==> src/rtl/rptr_empty_sync.sv <==
// Read-side pointer and empty/level logic for an asynchronous FIFO.
// Synchronizes the Gray write pointer into rclk and derives empty, fill level and underflow.
module rptr_empty_sync #(
  parameter int ADDRSIZE = 4,
  parameter int AE_LEVEL = 2
) (
  input  logic                rclk,
  input  logic                rrst,
  input  logic                rinc,
  input  logic [ADDRSIZE:0]   rwptr,
  input  logic                runder_clr,
  output logic [ADDRSIZE-1:0] raddr,
  output logic [ADDRSIZE:0]   rptr,
  output logic                rempty,
  output logic                ralmost_empty,
  output logic [ADDRSIZE:0]   rlevel,
  output logic                runderflow
);

  localparam int PW = ADDRSIZE + 1;
  localparam logic [PW-1:0] AE_THRESH = PW'(AE_LEVEL);

  function automatic logic [PW-1:0] bin2gray(input logic [PW-1:0] b);
    return (b >> 1) ^ b;
  endfunction

  function automatic logic [PW-1:0] gray2bin(input logic [PW-1:0] g);
    logic [PW-1:0] b;
    b[PW-1] = g[PW-1];
    for (int i = PW - 2; i >= 0; i--) begin
      b[i] = b[i+1] ^ g[i];
    end
    return b;
  endfunction

  logic [PW-1:0] rq1_wptr;
  logic [PW-1:0] rq2_wptr;
  logic [PW-1:0] rbin;
  logic [PW-1:0] rbinnext;
  logic [PW-1:0] rgraynext;
  logic [PW-1:0] wsyncbin;
  logic [PW-1:0] levelnext;
  logic          pop;

  // Stage 0: two-flop synchronizer for the write pointer, nothing in between
  always_ff @(posedge rclk) begin
    if (rrst) begin
      rq1_wptr <= '0;
      rq2_wptr <= '0;
    end else begin
      rq1_wptr <= rwptr;
      rq2_wptr <= rq1_wptr;
    end
  end

  // Stage 1: next-state pointer arithmetic; a pop on empty is suppressed here
  always_comb begin
    pop       = rinc & ~rempty;
    rbinnext  = rbin + PW'(pop);
    rgraynext = bin2gray(rbinnext);
    wsyncbin  = gray2bin(rq2_wptr);
    levelnext = wsyncbin - rbinnext;
  end

  assign raddr = rbin[ADDRSIZE-1:0];

  // Stage 2: registered pointers and flags, all derived from the post-pop pointer
  always_ff @(posedge rclk) begin
    if (rrst) begin
      rbin          <= '0;
      rptr          <= '0;
      rempty        <= 1'b1;
      rlevel        <= '0;
      ralmost_empty <= 1'b1;
      runderflow    <= 1'b0;
    end else begin
      rbin          <= rbinnext;
      rptr          <= rgraynext;
      rempty        <= (rgraynext == rq2_wptr);
      rlevel        <= levelnext;
      ralmost_empty <= (levelnext <= AE_THRESH);
      if (rinc && rempty) begin
        runderflow <= 1'b1;
      end else if (runder_clr) begin
        runderflow <= 1'b0;
      end
    end
  end

endmodule

==> config.mk <==
export PLATFORM = sky130hd
export DESIGN_NAME = rptr_empty_sync
export DESIGN_NICKNAME = d
export VERILOG_FILES = /design/src/rtl/rptr_empty_sync.sv
export SDC_FILE = /design/constraint.sdc
export NUM_CORES = 1
export LEC_CHECK = 0
export CAP_MARGIN = 20
export CORE_ASPECT_RATIO = 1.4
export CORE_UTILIZATION = 49
export DETAILED_ROUTE_END_ITERATION = 10
export PLACE_DENSITY = 0.83
export SETUP_SLACK_MARGIN = 0.4
export SYNTH_ARGS = -nofsm -noshare
export SYNTH_HDL_FRONTEND = slang
export SYNTH_SLANG_ARGS = --single-unit
==> constraint.sdc <==
create_clock -name rclk -period 5.1 [get_ports rclk]
set_clock_uncertainty 0.05 [all_clocks]
set_input_delay 0.765 -clock rclk [delete_from_list [all_inputs] [get_ports rclk]]
set_output_delay 0.765 -clock rclk [all_outputs]
set_load 0.02 [all_outputs]
==> results_dict.tcl <==
set metrics [dict create \
    status "finished clean" \
    die-width_microns 43.9 \
    cp_top_family "adder cells" \
    hold_viol 0 \
    crit_required_ns 5.27 \
    synthCells 113 \
    antenna_found_initial 0 \
    r2r-end "ralmost_empty" \
    cts_root_buffer "clkbuf_4" \
    drv_cap 0 \
    power.density_nw_per_um2 300 \
    reg2reg_from "rq2_wptr[4]" \
    nets 154 \
    path_max_fanout 5 \
    async_flop_share_pct 0 \
    clkLatencyLatePin_ns 0.32 \
    max_freq_mhz 286 \
    regToRegSetupSlack_ns 1.89 \
    hp-class "reg2reg" \
    grt_overflow_total 0 \
    fp.dieH_microns 60.6 \
    io_buffer_count 25 \
    ir_drop_mv 0.231 \
    yosysWarnings 0 \
    synth_area_leaders "dfxtp_1, nor2b_1, xor2_1" \
    cts_buffers 3 \
    cts.sink_count 27 \
    drive_gt1_share_pct 5.84 \
    reg2regPathDepth 10 \
    dr.pass1.iters 6 \
    cts_tree "yes" \
    start_util_pct 53.4 \
    worst_path_largest_cell_delay_ns 0.48 \
    synth_fp_nets 129 \
    clock_tree.buffer_depth 2 \
    crit_buf_inv 2 \
    grt_pass1_wl_mm 3.34 \
    slew_viol_final 0 \
    syn_area_sq_um 1200 \
    worst_slew_pin_slew_ns 0.907 \
    synth_top_area_share_pct 44.9 \
    diodes 0 \
    end_kind "flip-flop" \
    synth_edf_count 0 \
    holdBufCountCts 0 \
    postCtsSetupBuffers 0 \
    dieArea_sq_um 2660 \
    path_cells "clkdlybuf4s50_1 > nor2b_1 > ha_1 > xor2_1 > inv_1 > fa_1 > and2_1 > a221o_1 > xor2_1 > a2111oi_2" \
    rsz0062_at_grt "no" \
    core_sq_um 2250 \
    whs_path_depth 1 \
    place.gp.congestion 0.789 \
    fin_crit_ns 3.49 \
    critPathLaunchType "input port" \
    drc_errors 0 \
    relSlewSlack_pct 39.4 \
    cts_repair_resize_count 0 \
    worstPathArrival_ns 3.67 \
    critPathMostFrequentCell "xor2_1" \
    cts_htree_levels 1 \
    wirelength_mm 1.97 \
    viasPerCell 5.10 \
    tns_ns 0 \
    first_global_vias 859 \
    pre_cts_ws_ns 1.25 \
    critPathSlowestCell "fa_1" \
    syn_avg_cell_area_sq_um 10.7 \
    dp_hpwl_mm 1.55 \
    ant_nets 0 \
    path_clk_slew_ns 0.14 \
    rows 20 \
    yosysUniqueCellTypes 33 \
    grt_max_degree 27 \
    wl_per_cell_microns 12.4 \
    ios 26 \
    leakagePower_nw 0.605 \
    grt_usage_pct 17.0 \
    yosys.area.top_type "dfxtp_1" \
    finalSetupViolations 0 \
    via_count 811 \
    timing.final.ws_setup_ns 1.61 \
    whs_endpoint "rq2_wptr[0]" \
    synth-seq-area-share_pct 44.9 \
    syn_to_final_growth_pct 23.1 \
    synth_ff_type "dfxtp_1" \
    ys_seq_elements 27 \
    critical_path_class "in2reg" \
    worstHoldStart "rq1_wptr[0]" \
    finalCritPeriodShare_pct 68.5 \
    drt_iter0_drc 10 \
]
-- metal layers --
| layer | up-vias | routed length, microns | track usage, % |
|---|---|---|---|
| met4 | 0 | 31 | 9.09 |
| li1 | 412 | - | - |
| met3 | 5 | 65 | 3.27 |
| met1 | 372 | 783 | 16.5 |
| met2 | 22 | 1090 | 33.3 |
| met5 | - | 0 | 0 |
-- report_power, final --
part / total [mW] / switching (mW) / internal [mW]
Combinational: 0.120 / 0.0579 / 0.0618
Clock: 0.0884 / 0.0591 / 0.0293
Sequential: 0.236 / 0.00722 / 0.229
Total: 0.444 / 0.124 / 0.320
-- flip-flops by register name (all words and copies together), names as in the netlist --
signal	cells
rlevel	5
rq2_wptr	5
runderflow	1
ralmost_empty	1
rbin	4
rempty	1
rptr	5
rq1_wptr	5
-- layout by cell type, fill, tap and decap left out, drive strengths merged, types with 2 or more instances in the layout --
cell           instances
ha                     6
nand2                  2
and2                   4
xor2                  10
dfxtp                 27
nor2                  10
clkbuf                 3
nor2b                 15
xnor2                  9
clkdlybuf4s50         25
inv                    4
nand3                  2
-- through the flow --
| stage | std cells | hold WS (ns) | instance area (sq um) | total power, mW | util [%] |
|---|---|---|---|---|---|
| 2_1_floorplan | 113 | 0.364 | 1200 | 0.315 | - |
| 3_3_place_gp | 155 | 0.369 | 1450 | 0.358 | 64.6 |
| 3_5_place_dp | 155 | 0.378 | 1450 | 0.362 | 64.6 |
| 4_1_cts | 159 | 0.409 | 1480 | 0.449 | 65.8 |
| 5_1_grt | 159 | 0.416 | 1480 | 0.471 | 65.8 |
| 6_report | 159 | 0.405 | 1480 | 0.444 | 65.8 |
-- worst max path at each step --
stage                     cells after the start  slack (ns)  startpoint       endpoint
after global placement                       10        1.38        rinc  ralmost_empty
after CTS                                    10        1.59        rinc  ralmost_empty
after floorplan                               9        1.99        rinc  ralmost_empty
after global routing                         10        1.37        rinc  ralmost_empty
final                                        10        1.61        rinc  ralmost_empty
after detailed placement                     10        1.25        rinc  ralmost_empty
-- logic make-up after synthesis --
family,after synthesis,share of synthesized area [%]
buf+inv,9,3.53
flops,27,44.9
fa+ha+maj,7,7.90
mux,1,0.832
xor+xnor,21,18.4
compound gates,9,6.55
simple gates,39,17.9
-- synthesized netlist by cell type, types with 2 or more instances --
master	instances
nand3_1	2
nand2_1	2
nor2b_1	15
xnor2_1	8
and2_1	4
clkbuf_1	3
dfxtp_1	27
inv_1	4
nor2_1	10
ha_1	6
xor2_1	10
-- cell type report --
class,instances,area [sq um]
fill,190,771
multi-input combinational,77,621
sequential,27,541
timing repair buffer,25,250
tap,22,27.5
clock buffer,3,22.5
inverter,4,15.0
clock inverter,1,5.00
Note: power is estimated with default switching activity, not from simulation.
